$ cat config.mk
export PLATFORM = sky130hd
export DESIGN_NAME = decoder_scan_ctrl_flat
export DESIGN_NICKNAME = d
export VERILOG_FILES = /design/src/rtl/decoder_scan_ctrl_if.sv /design/src/rtl/decoder_scan_ctrl.sv /design/src/flat_wrapper.sv
export SDC_FILE = /design/constraint.sdc
export NUM_CORES = 1
export LEC_CHECK = 0
export ABC_AREA = 1
export CORE_ASPECT_RATIO = 0.9
export CORE_MARGIN = 2
export CORE_UTILIZATION = 59
export CTS_CLUSTER_DIAMETER = 40
export DETAILED_ROUTE_END_ITERATION = 10
export GPL_TIMING_DRIVEN = 1
export HOLD_SLACK_MARGIN = 0.02
export PLACE_DENSITY_LB_ADDON = 0.2
export SLEW_MARGIN = 20
export SYNTH_ARGS = -nofsm -noshare
export SYNTH_HDL_FRONTEND = slang
export SYNTH_SLANG_ARGS = --single-unit
$ cat constraint.sdc
create_clock -name clk -period 3.9 [get_ports clk]
set_input_delay 1.17 -clock clk [delete_from_list [all_inputs] [get_ports clk]]
set_output_delay 1.17 -clock clk [all_outputs]
set_load 0.01 [all_outputs]
$ cat src/rtl/decoder_scan_ctrl_if.sv
// Control and select bundle between the scan sequencer and its 4-to-16 decoder.
// The master drives start/stop/mode; the slave (sequencer) drives select, enable and status.
interface decoder_scan_ctrl_if;
    logic start;
    logic stop;
    logic mode;
    logic d;
    logic c;
    logic b;
    logic a;
    logic e;
    logic row_done;
    logic sweep_done;
    logic busy;

    modport master (
        output start, stop, mode,
        input  d, c, b, a, e, row_done, sweep_done, busy
    );

    modport slave (
        input  start, stop, mode,
        output d, c, b, a, e, row_done, sweep_done, busy
    );
endinterface

$ cat src/rtl/decoder_scan_ctrl.sv
// Steps a 4-to-16 decoder through rows 0..15: DWELL cycles enabled per row, BLANK cycles gap.
// Latency: first enabled cycle follows the cycle start is sampled; all outputs registered.
// No backpressure: runs free once started; stop aborts to idle on the next edge.
module decoder_scan_ctrl #(
    parameter int DWELL = 4,
    parameter int BLANK = 1,
    parameter int CNT_W = 8
) (
    input  logic              clk,
    input  logic              rst,
    decoder_scan_ctrl_if.slave bus
);

    typedef enum logic [1:0] {
        ST_IDLE,
        ST_ACTIVE,
        ST_BLANK
    } state_t;

    localparam logic [CNT_W-1:0] DWELL_LAST = CNT_W'(DWELL - 1);
    localparam logic [CNT_W-1:0] BLANK_LAST = CNT_W'((BLANK > 0) ? BLANK - 1 : 0);

    state_t           state_q, state_n;
    logic [3:0]       sel_q, sel_n;
    logic [CNT_W-1:0] cnt_q, cnt_n;
    logic             mode_q, mode_n;
    logic             e_q, e_n;
    logic             busy_q, busy_n;
    logic             row_done_q, row_done_n;
    logic             sweep_done_q, sweep_done_n;

    always_ff @(posedge clk or posedge rst) begin
        if (rst) begin
            state_q      <= ST_IDLE;
            sel_q        <= '0;
            cnt_q        <= '0;
            mode_q       <= 1'b0;
            e_q          <= 1'b0;
            busy_q       <= 1'b0;
            row_done_q   <= 1'b0;
            sweep_done_q <= 1'b0;
        end else begin
            state_q      <= state_n;
            sel_q        <= sel_n;
            cnt_q        <= cnt_n;
            mode_q       <= mode_n;
            e_q          <= e_n;
            busy_q       <= busy_n;
            row_done_q   <= row_done_n;
            sweep_done_q <= sweep_done_n;
        end
    end

    always_comb begin
        state_n = state_q;
        sel_n   = sel_q;
        cnt_n   = cnt_q + 1'b1;
        mode_n  = mode_q;

        unique case (state_q)
            ST_IDLE: begin
                sel_n = '0;
                cnt_n = '0;
                if (bus.start && !bus.stop) begin
                    state_n = ST_ACTIVE;
                    mode_n  = bus.mode;
                end
            end
            ST_ACTIVE: begin
                if (bus.stop) begin
                    state_n = ST_IDLE;
                    sel_n   = '0;
                    cnt_n   = '0;
                end else if (cnt_q == DWELL_LAST) begin
                    cnt_n = '0;
                    if (sel_q == 4'd15 && !mode_q) begin
                        state_n = ST_IDLE;
                        sel_n   = '0;
                    end else if (BLANK > 0) begin
                        state_n = ST_BLANK;
                    end else begin
                        // No gap: advance the row on the same edge so e stays high.
                        sel_n = sel_q + 4'd1;
                    end
                end
            end
            ST_BLANK: begin
                if (bus.stop) begin
                    state_n = ST_IDLE;
                    sel_n   = '0;
                    cnt_n   = '0;
                end else if (cnt_q == BLANK_LAST) begin
                    state_n = ST_ACTIVE;
                    sel_n   = sel_q + 4'd1;
                    cnt_n   = '0;
                end
            end
            default: begin
                state_n = ST_IDLE;
                sel_n   = '0;
                cnt_n   = '0;
            end
        endcase

        // Outputs are registered, so derive them from the state being entered.
        e_n          = (state_n == ST_ACTIVE);
        busy_n       = (state_n != ST_IDLE);
        row_done_n   = (state_n == ST_ACTIVE) && (cnt_n == DWELL_LAST);
        sweep_done_n = row_done_n && (sel_n == 4'd15);
    end

    assign {bus.d, bus.c, bus.b, bus.a} = sel_q;
    assign bus.e          = e_q;
    assign bus.busy       = busy_q;
    assign bus.row_done   = row_done_q;
    assign bus.sweep_done = sweep_done_q;

endmodule
$ cat src/flat_wrapper.sv
// flat-port wrapper written by rule: the top's interface ports become plain ports
module decoder_scan_ctrl_flat 
#(
    parameter int DWELL = 4,
    parameter int BLANK = 1,
    parameter int CNT_W = 8
)
  (clk, rst, bus_start, bus_stop, bus_mode, bus_d, bus_c, bus_b, bus_a, bus_e, bus_row_done, bus_sweep_done, bus_busy);
  decoder_scan_ctrl_if bus_i ();
  input  logic clk;
  input  logic rst;
  input wire logic [$bits(bus_i.start)-1:0] bus_start;
  input wire logic [$bits(bus_i.stop)-1:0] bus_stop;
  input wire logic [$bits(bus_i.mode)-1:0] bus_mode;
  output wire logic [$bits(bus_i.d)-1:0] bus_d;
  output wire logic [$bits(bus_i.c)-1:0] bus_c;
  output wire logic [$bits(bus_i.b)-1:0] bus_b;
  output wire logic [$bits(bus_i.a)-1:0] bus_a;
  output wire logic [$bits(bus_i.e)-1:0] bus_e;
  output wire logic [$bits(bus_i.row_done)-1:0] bus_row_done;
  output wire logic [$bits(bus_i.sweep_done)-1:0] bus_sweep_done;
  output wire logic [$bits(bus_i.busy)-1:0] bus_busy;
  assign bus_i.start = bus_start;
  assign bus_i.stop = bus_stop;
  assign bus_i.mode = bus_mode;
  assign bus_d = bus_i.d;
  assign bus_c = bus_i.c;
  assign bus_b = bus_i.b;
  assign bus_a = bus_i.a;
  assign bus_e = bus_i.e;
  assign bus_row_done = bus_i.row_done;
  assign bus_sweep_done = bus_i.sweep_done;
  assign bus_busy = bus_i.busy;
  decoder_scan_ctrl #(.DWELL(DWELL), .BLANK(BLANK), .CNT_W(CNT_W)) u_core (.clk(clk), .rst(rst), .bus(bus_i));
endmodule
## Word level (Yosys, flattened, before mapping)

Index checks and enable logic that the tools add are counted.

| storage, ports and cells | value |
|---|---|
| logic and storage cells | 45 |
| bits in registers | 19 |
| input port bits | 5 |
| output and inout bits | 8 |

| cells by class | value |
|---|---|
| multiplexer cells | 18 |
| add/sub/neg operators | 2 |
| equal/unequal tests | 7 |
| reduce and logical (&&, ||, !) cells | 10 |

Operator list:

| cell | count |
|---|---|
| 8-bit two-way mux | 4 |
| 4-bit two-way mux | 5 |
| 8-bit by 2-bit equality test with 1-bit output, second input constant | 2 |
| 8-bit one-hot mux with 2 select lines | 1 |
| 2-bit two-way mux | 6 |
| 8-bit by 1-bit adder with 8-bit output, second input constant | 1 |
| 4-bit equality test, second input constant | 2 |
| 8-bit zero test | 1 |
| 4-bit one-hot mux with 2 select lines | 1 |
| 2-bit one-hot mux with 3 select lines | 1 |
| 4-bit by 1-bit adder with 4-bit output, second input constant | 1 |
| 2-bit by 1-bit equality test with 1-bit output, second input constant | 2 |
| 1-bit logical AND | 4 |
| 2-bit equality test, second input constant | 1 |
| 1-bit zero test | 2 |
| 2-bit zero test | 1 |
| 2-bit AND reduction | 1 |
| 2-bit nonzero test | 1 |

## Longest topological paths before layout

Gate-level depths: netlist of run 1.

| logic depth | value |
|---|---|
| depth after elaboration | 9 |
| gate-level depth with buffers | 12 |
| depth with buffers taken out | 12 |

## Worst setup path after synthesis of run 1

No wires, ideal clock.

| timing path | value |
|---|---|
| path type | input port to flip-flop |
| start | in bus_stop |
| end | reg u_core.sweep_done_q (netlist: u_core.bus.sweep_done) |
| data required time | 3831 ps |
| setup time | 69 ps |
| slack | 1870 ps |
| stages on the path | 9 |
| path buffers | 0 |
| arrival time | 1961 ps |
| cells stage by stage | nor2_2 -> inv_1 -> nor2_1 -> nand3_1 -> nor2_1 -> nand2_1 -> nor2_2 -> nand2_2 -> nor2_2 |

| on the way | value |
|---|---|
| word-level cells in the longest chain between the ends | 7 |
| elaborated cells between the ends (all ways) | 17 |
| classes of those cells | 3 x eq/ne; 10 x mux; 4 x reduce/logical |

Ends and longest elaborated chain:

| item | line | RTL |
|---|---|---|
| start, declared | flat_wrapper.sv:13 | `input wire logic [$bits(bus_i.stop)-1:0] bus_stop;` |
| 1-bit zero test | decoder_scan_ctrl.sv:64 | `if (bus.start && !bus.stop) begin` |
| 1-bit logical AND | decoder_scan_ctrl.sv:64 |  |
| 2-bit two-way mux | decoder_scan_ctrl.sv:64 |  |
| 2-bit one-hot mux with 3 select lines | decoder_scan_ctrl.sv:60 | `unique case (state_q)` |
| 2-bit by 1-bit equality test with 1-bit output | decoder_scan_ctrl.sv:108 | `row_done_n = (state_n == ST_ACTIVE) && (cnt_n == DWELL_LAST);` |
| 1-bit logical AND | decoder_scan_ctrl.sv:108 |  |
| 1-bit logical AND (*) | decoder_scan_ctrl.sv:109 | `sweep_done_n = row_done_n && (sel_n == 4'd15);` |
| named net u_core.sweep_done_n | decoder_scan_ctrl.sv:30 | `logic sweep_done_q, sweep_done_n;` |
| end signal, assigned | decoder_scan_ctrl.sv:50 | `sweep_done_q <= sweep_done_n;` |
| end, declared | decoder_scan_ctrl.sv:30 |  |

Mark *: on every way through the listed nets, which the timed path passes. The rest lies on a longest branch.
A chain may end at the register's enable or synchronous reset.

## Worst setup path in the final report of run 1

| timing path | value |
|---|---|
| start | reg u_core.sel_q[1] |
| end | out bus_b |

RTL lines:

| item | line | RTL |
|---|---|---|
| start, declared | decoder_scan_ctrl.sv:24 | `logic [3:0] sel_q, sel_n;` |
| start signal, assigned | decoder_scan_ctrl.sv:44 | `sel_q <= sel_n;` |
| end, declared | flat_wrapper.sv:17 | `output wire logic [$bits(bus_i.b)-1:0] bus_b;` |

No word-level cell between the ends.

==> impl_metrics.yaml, run 1 <==
outcome:
  outcome: "completed"
yosys:
  syn-cell-area_um2: 1240
  yosys_warnings: 0
  synthTopCellsByCount: "inv_1, nand2_1, dfrtp_1, nand3_1, nor2_1"
  synth.distinct_cells: 21
  synth_nets: 174
  synth_edf_count: 0
  avgSynthCellArea_um2: 7.65
  synthCells: 162
  synth_top_area_share_pct: 38.3
  yosysMostFrequentCell: "inv_1"
  postSynth.asyncResetShare_pct: 100
  synth_area_leaders: "dfrtp_1, inv_1, nand2_1"
  synth-seq-cells: 19
  ys.flop_type: "dfrtp_1"
  synth.largest_area_cell: "dfrtp_1"
  synth-seq-area-share_pct: 38.3
worst_setup_path:
  arrival_ns: 1.30
  crit_type: "reg -> out"
  crit_chain: "clkdlybuf4s50_1"
  crit_path_end: "bus_b"
  critPathTopFamily: "buffers and inverters"
  crit_cells: 1
  reg2reg_to: "u_core.bus.sweep_done"
  worstPathMaxFanout: 4
  rr_worst_depth: 12
  cpMaxStageDelayCell: "clkdlybuf4s50_1"
  critPathMaxStageDelay_ns: 0.56
  crit_path_start_kind: "register"
  timing.critical_path.from: "u_core.sel_q[1]"
  crit_required_ns: 2.73
  cp-end-kind: "output pin"
  crit_buf_inv: 1
  reg2reg_from: "u_core.state_q[0]"
  reg2reg_slack_ns: 2.02
die:
  die-width_um: 52.3
  num_rows: 15
  die_h_um: 47.5
  core_um2: 1950
  start_util_pct: 63.5
  ios: 13
  die-area_um2: 2480
timing:
  skew_ns: 0.0106
  max_slew_margin_pct: 52.3
  worst_pin_slew_ns: 0.714
  max_freq_mhz: 405
  finalSetupTns_ns: 0
  period_share_pct: 63.3
  final.min_clock_period_ns: 2.47
  slew_viol_final: 0
  hold_viol: 0
  setup_viol: 0
  rsz0062_at_grt: "false"
grt:
  track_usage_pct: 24.8
  grt_max_degree: 20
  grt_pass1_wl_mm: 4.37
  grt-ovfl-total: 0
  grt_pass1_vias: 983
  grt_antenna_before_repair: 0
layout:
  final_layout_size_suffix_gt1_share_pct: 15.2
  antenna_cells: 0
  areaGrowthSynthToFinish_pct: 14.6
  final_nets: 191
detailed_routing:
  wl_per_cell_um: 13.0
  vias_per_cell: 5.16
  vias: 1048
  ant_nets: 0
  drt_iter0_markers: 27
  dr.pass1.iters: 4
  postRouteWirelength_mm: 2.64
  drc: 0
place:
  hpwl_mm: 2.12
  globalplace.congestion: 0.898
  portBuffers: 12
min_path:
  whs_path_depth: 1
  min_path_type: "reg -> reg"
power:
  switchingPower_mw: 0.219
  power_mw: 0.556
  power_density_nw_per_um2: 391
  vdd_drop_max_mv: 0.314
  combPwrFrac_pct: 38.2
  netSwitchingFraction_pct: 39.4
  cell_internal_pwr_mw: 0.337
  power_frac_seq_pct: 41.9
  p_clk_share_pct: 19.9
  leakage_nw: 0.748
clocking:
  clock_path_buffers: 2
  ctsHoldBuffers: 0
  postCtsSetupBuffers: 0
  numCtsBuffers: 3
  clk_latency_ns: 0.32
  clkTransAtPathRegs_ns: 0.13
  cts.sinks: 19
  cts-root-buf: "clkbuf_4"
  h-tree-depth: 1
  cts_tree: "built"
  ctsResizeCount: 0
run:
  maxCapViolCount: 0
area by class of cell:
| type | count | area (µm²) |
|---|---|---|
| fillers | 155 | 531 |
| inverters | 36 | 135 |
| flip-flops and latches | 19 | 475 |
| multi-input cells | 107 | 629 |
| clock buffers | 3 | 22.5 |
| repair buffers | 12 | 120 |
| well taps | 25 | 31.3 |
| clock inverters | 1 | 7.51 |
per-layer routing:
metal  track usage, %  wire length [µm]
met5                0                 0
met4             9.23                57
met3             6.25               106
met2             42.3              1290
met1             31.2              1180
through the flow:
step	instances	setup WS [ns]	area, µm²	hold WS [ns]	utilization [%]
final	203	1.43	1420	0.528	72.8
after global routing	203	1.39	1420	0.553	72.8
after CTS	203	1.43	1420	0.530	72.8
after detailed placement	199	1.23	1390	0.505	71.3
after global placement	199	1.28	1390	0.499	71.3
after floorplan	162	1.87	1240	0.474	-
cell usage in the layout (no fill, tap or decap), types with 6 or more instances in the layout:
cell type / count
o21ai_0: 6
clkdlybuf4s50_1: 12
nand3_1: 15
ha_1: 7
nor2_1: 15
nand2_2: 6
dfrtp_1: 19
inv_1: 34
nand2_1: 30
nor2_2: 6
cells by family after synthesis:
| kind of cell | Yosys count | share of synthesized area [%] |
|---|---|---|
| flops | 19 | 38.3 |
| mux | 1 | 0.908 |
| buf+inv | 36 | 10.9 |
| simple gates | 84 | 34.2 |
| xor+xnor | 1 | 0.706 |
| compound gates | 14 | 7.87 |
| fa+ha+maj | 7 | 7.06 |
worst min path at each step:
stage               slack [ns]             to     startpoint
CTS                       0.53  u_core.mode_q  u_core.mode_q
global placement          0.50  u_core.mode_q  u_core.mode_q
detailed placement        0.50  u_core.mode_q  u_core.mode_q
finish                    0.53  u_core.mode_q  u_core.mode_q
floorplan                 0.47  u_core.mode_q  u_core.mode_q
global route              0.55  u_core.mode_q  u_core.mode_q
power by group through the flow:
stage / registers [mW] / logic (mW) / clock network [mW]
2_1_floorplan: 0.239 / 0.143 / 0
3_3_place_gp: 0.236 / 0.198 / 0
3_5_place_dp: 0.238 / 0.208 / 0
4_1_cts: 0.233 / 0.209 / 0.110
5_1_grt: 0.237 / 0.233 / 0.118
6_report: 0.233 / 0.212 / 0.111
registers in the layout, indices dropped and copies added, names as in the netlist:
name and flops:
u_core.bus.sweep_done 1, u_core.mode_q 1, u_core.bus.e 1, u_core.sel_q 4
u_core.cnt_q 8, u_core.state_q 2, u_core.bus.row_done 1, u_core.bus.busy 1
Note: power is estimated with default switching activity, not from simulation.
==> inputs of run 2 (changes only) <==
Settings changed: CORE_UTILIZATION 59 to 55.
Clock period 3.9 ns to 2.45 ns, I/O delays scaled along.
==> run 2 against run 1 <==
Routed wire length shrank 10%. Critical endpoint is now bus_a. Worst hold slack lost 0.0076 ns. Critical path type unchanged. Largest cell class unchanged. Largest power group unchanged. Via count shrank 1.9%. Global-route usage shrank 2.8 points. Combinational power grew 56%. Final area grew 1.2%.
==> impl_metrics.yaml, run 2 (synthesized netlist as in run 1, its figures left out) <==
die:
  num_rows: 16
  core_um2: 2160
  ios: 13
  start_util_pct: 57.3
  die_h_um: 49.0
  die-area_um2: 2650
  die-width_um: 54.1
timing:
  final.min_clock_period_ns: 1.99
  finalSetupTns_ns: 0
  skew_ns: 0.00275
  hold_viol: 0
  worst_pin_slew_ns: 0.366
  slew_viol_final: 0
  max_slew_margin_pct: 75.3
  hold_slack_ns: 0.520
  period_share_pct: 81.4
  rsz0062_at_grt: "false"
  max_freq_mhz: 501
  setup_viol: 0
grt:
  grt_max_degree: 20
  track_usage_pct: 22.1
  grt-ovfl-total: 0
  grt_pass1_vias: 1031
  grt_pass1_wl_mm: 4.24
  grt_antenna_before_repair: 0
outcome:
  outcome: "completed"
layout:
  largest_reg_flops: 8
  final_layout_size_suffix_gt1_share_pct: 16.1
  reg_top3: "u_core.cnt_q (8), u_core.sel_q (4), u_core.state_q (2)"
  final_nets: 193
  areaGrowthSynthToFinish_pct: 16.0
  layout_commonest_cell: "inv_1"
  antenna_cells: 0
  final_cell_mix: "inv_1, nand2_1, dfrtp_1, nor2_1, nand3_1"
  regMostFlops: "u_core.cnt_q"
worst_setup_path:
  crit_chain: "clkdlybuf4s50_1"
  cpMaxStageDelayCell: "clkdlybuf4s50_1"
  timing.critical_path.from: "u_core.sel_q[0]"
  arrival_ns: 1.26
  crit_path_start_kind: "register"
  crit_type: "reg -> out"
  crit_buf_inv: 1
  worstPathMaxFanout: 4
  critPathTopFamily: "buffers and inverters"
  crit_required_ns: 1.71
  reg2reg_from: "u_core.state_q[1]"
  critPathMaxStageDelay_ns: 0.55
  reg2reg_slack_ns: 0.68
  cp-end-kind: "output pin"
clocking:
  clk_latency_ns: 0.30
  ctsHoldBuffers: 0
  postCtsSetupBuffers: 0
  clock_path_buffers: 2
  h-tree-depth: 1
  cts-root-buf: "clkbuf_4"
  numCtsBuffers: 3
  cts_tree: "built"
  ctsResizeCount: 0
  clkTransAtPathRegs_ns: 0.11
  cts.sinks: 19
detailed_routing:
  met2RoutedLength_mm: 1.07
  wl_met3_um: 62
  wl_per_cell_um: 11.5
  drc: 0
  drt_iter0_markers: 23
  wl_met1_mm: 1.18
  top_layer: "met4"
  postRouteWirelength_mm: 2.38
  vias_per_cell: 4.97
  vias: 1028
  ant_nets: 0
  dr.pass1.iters: 4
power:
  power_density_nw_per_um2: 603
  vdd_drop_max_mv: 0.423
  leakage_nw: 0.758
place:
  portBuffers: 12
  hpwl_mm: 1.93
  globalplace.congestion: 0.885
min_path:
  min_path_type: "reg -> reg"
  hold_start: "u_core.mode_q"
run:
  maxCapViolCount: 0
==> run 2: per-stage QoR <==
stage	cell area, µm²	worst slack [ns]	instances	util (%)	power [mW]
floorplan	1240	0.806	162	-	0.609
global placement	1410	0.322	203	65.2	0.702
detailed placement	1410	0.262	203	65.2	0.708
CTS	1440	0.437	207	66.6	0.876
global route	1440	0.381	207	66.6	0.927
finish	1440	0.455	207	66.6	0.867
==> run 2: metal layers <==
metal / track usage [%] / vias up
met5: 0 / -
met4: 12.1 / 0
met3: 2.76 / 7
met2: 33.1 / 22
met1: 30.3 / 463
li1: - / 536
==> run 2: where the power goes <==
part | total (mW) | switching (mW) | internal, mW | leakage (nW)
Combinational | 0.331 | 0.201 | 0.130 | 0.486
Clock | 0.165 | 0.103 | 0.0623 | 0.0139
Sequential | 0.371 | 0.0220 | 0.349 | 0.258
==> run 2: worst paths after layout <==
path                                          to  depth (start not counted)
hold / removal                     u_core.mode_q                          1
max in group asynchronous          u_core.mode_q                          3
min in group asynchronous  u_core.bus.sweep_done                          3
setup / recovery                           bus_a                          1
setup reg to reg             u_core.bus.row_done                          9
hold reg to reg                    u_core.mode_q                          1
==> run 2: layout make-up <==
| class | instances | area [µm²] |
|---|---|---|
| Multi-Input combinational cell | 107 | 629 |
| Fill cell | 192 | 723 |
| Inverter | 36 | 135 |
| Timing Repair Buffer | 14 | 135 |
| Tap cell | 27 | 33.8 |
| Clock buffer | 3 | 22.5 |
| Clock inverter | 1 | 7.51 |
| Sequential cell | 19 | 475 |
==> inputs of run 3 (changes only) <==
Clock period 2.45 ns to 2 ns, I/O delays scaled along.
==> run 3 against run 2 <==
Flip-flop and latch count unchanged. Via count rose by 1.9%. Final cell count unchanged. Routed wire length rose by 0.88%. Sequential power is 23% higher. Sequential share of layout area unchanged. Setup slack lost 0.33 ns.
==> impl_metrics.yaml, run 3 (synthesized netlist as in run 1, its figures left out) <==
clocking:
  ctsHoldBuffers: 0
  cts_tree: "built"
  postCtsSetupBuffers: 0
  clkTransAtPathRegs_ns: 0.12
  ctsResizeCount: 0
  cts.sinks: 19
  numCtsBuffers: 3
  clock_path_buffers: 2
  h-tree-depth: 1
  cts-root-buf: "clkbuf_4"
  clk_latency_ns: 0.31
timing:
  finalSetupTns_ns: 0
  rsz0062_at_grt: "false"
  worst_pin_slew_ns: 0.381
  period_share_pct: 93.9
  final.min_clock_period_ns: 1.88
  hold_slack_ns: 0.521
  max_freq_mhz: 533
  setup_viol: 0
  hold_viol: 0
  skew_ns: 0.0104
  slew_viol_final: 0
  max_slew_margin_pct: 74.3
  worst_slack_ns: 0.123
layout:
  layout_commonest_cell: "inv_1"
  final_cell_mix: "inv_1, nand2_1, dfrtp_1, nor2_1, nand3_1"
  seq_area_um2: 475
  regMostFlops: "u_core.cnt_q"
  final_core_util_pct: 66.6
  final_layout_size_suffix_gt1_share_pct: 16.1
  final_nets: 193
  fill_cells: 188
  antenna_cells: 0
  areaGrowthSynthToFinish_pct: 16.0
  multi_input_area_um2: 629
  largest_reg_flops: 8
  reg_top3: "u_core.cnt_q (8), u_core.sel_q (4), u_core.state_q (2)"
worst_setup_path:
  crit_required_ns: 1.40
  critPathTopFamily: "buffers and inverters"
  crit_type: "reg -> out"
  cpMaxStageDelayCell: "clkdlybuf4s50_1"
  crit_chain: "clkdlybuf4s50_1"
  crit_path_start_kind: "register"
  arrival_ns: 1.28
  crit_buf_inv: 1
  cp-end-kind: "output pin"
  worstPathMaxFanout: 4
  critPathMaxStageDelay_ns: 0.55
  crit_cells: 1
  rr_worst_depth: 9
die:
  start_util_pct: 57.3
  die-area_um2: 2650
  core_um2: 2160
  ios: 13
  num_rows: 16
  die-width_um: 54.1
  die_h_um: 49.0
outcome:
  outcome: "completed"
detailed_routing:
  postRouteWirelength_mm: 2.40
  vias_per_cell: 5.06
  drc: 0
  drt_iter0_markers: 27
  vias: 1048
  wl_per_cell_um: 11.6
  dr.pass1.iters: 4
  ant_nets: 0
run:
  maxCapViolCount: 0
min_path:
  min_path_type: "reg -> reg"
  whs_path_depth: 1
grt:
  grt_antenna_before_repair: 0
  grt_pass1_wl_mm: 4.40
  track_usage_pct: 22.6
  grt_max_degree: 20
  grt_pass1_vias: 1027
  grt-ovfl-total: 0
place:
  hpwl_mm: 1.95
  detailedPlace.worstSlack_ns: -0.0462
  globalplace.congestion: 0.884
  portBuffers: 12
power:
  vdd_drop_max_mv: 0.469
  leakage_nw: 0.758
  power_density_nw_per_um2: 740
-- run 3: cell counts in the layout (fill, tap and decap cells not counted) --
Identical to the previous run, type by type.
-- run 3: per-layer routing --
layer,part of all wire (%),vias up,global-route usage (%)
li1,-,542,-
met1,49,471,32.2
met2,44,28,33.1
met3,4.3,7,2.76
met4,2.9,0,11.7
met5,0,-,0
-- run 3: area by class of cell --
cell class	instances	area share, %
sequential	19	33.0
timing repair buffer	14	9.39
clock inverter	1	0.522
clock buffer	3	1.57
inverter	36	9.39
tap	27	2.35
multi-input combinational	107	43.7
-- run 3: per-stage QoR --
step,instances,cell area (µm²),power [mW]
floorplan,162,1240,0.746
global placement,203,1410,0.860
finish,207,1440,1.07
global route,207,1440,1.14
detailed placement,203,1410,0.869
CTS,207,1440,1.07
-- run 3: power by group --
group / internal [mW] / total (mW) / leakage [nW] / switching (mW)
Combinational: 0.159 / 0.401 / 0.486 / 0.241
Clock: 0.0765 / 0.209 / 0.0139 / 0.132
Sequential: 0.428 / 0.456 / 0.258 / 0.0276
-- run 3: worst paths after layout --
path | end | from | slack [ns]
setup / recovery | bus_a | u_core.sel_q[0] | 0.12
hold / removal | u_core.mode_q | u_core.mode_q | 0.52
setup reg to reg | u_core.bus.row_done | u_core.state_q[1] | 0.20
hold reg to reg | u_core.mode_q | u_core.mode_q | 0.52
max in group asynchronous | u_core.sel_q[1] | rst | 1.21
min in group asynchronous | u_core.sel_q[0] | rst | 0.59
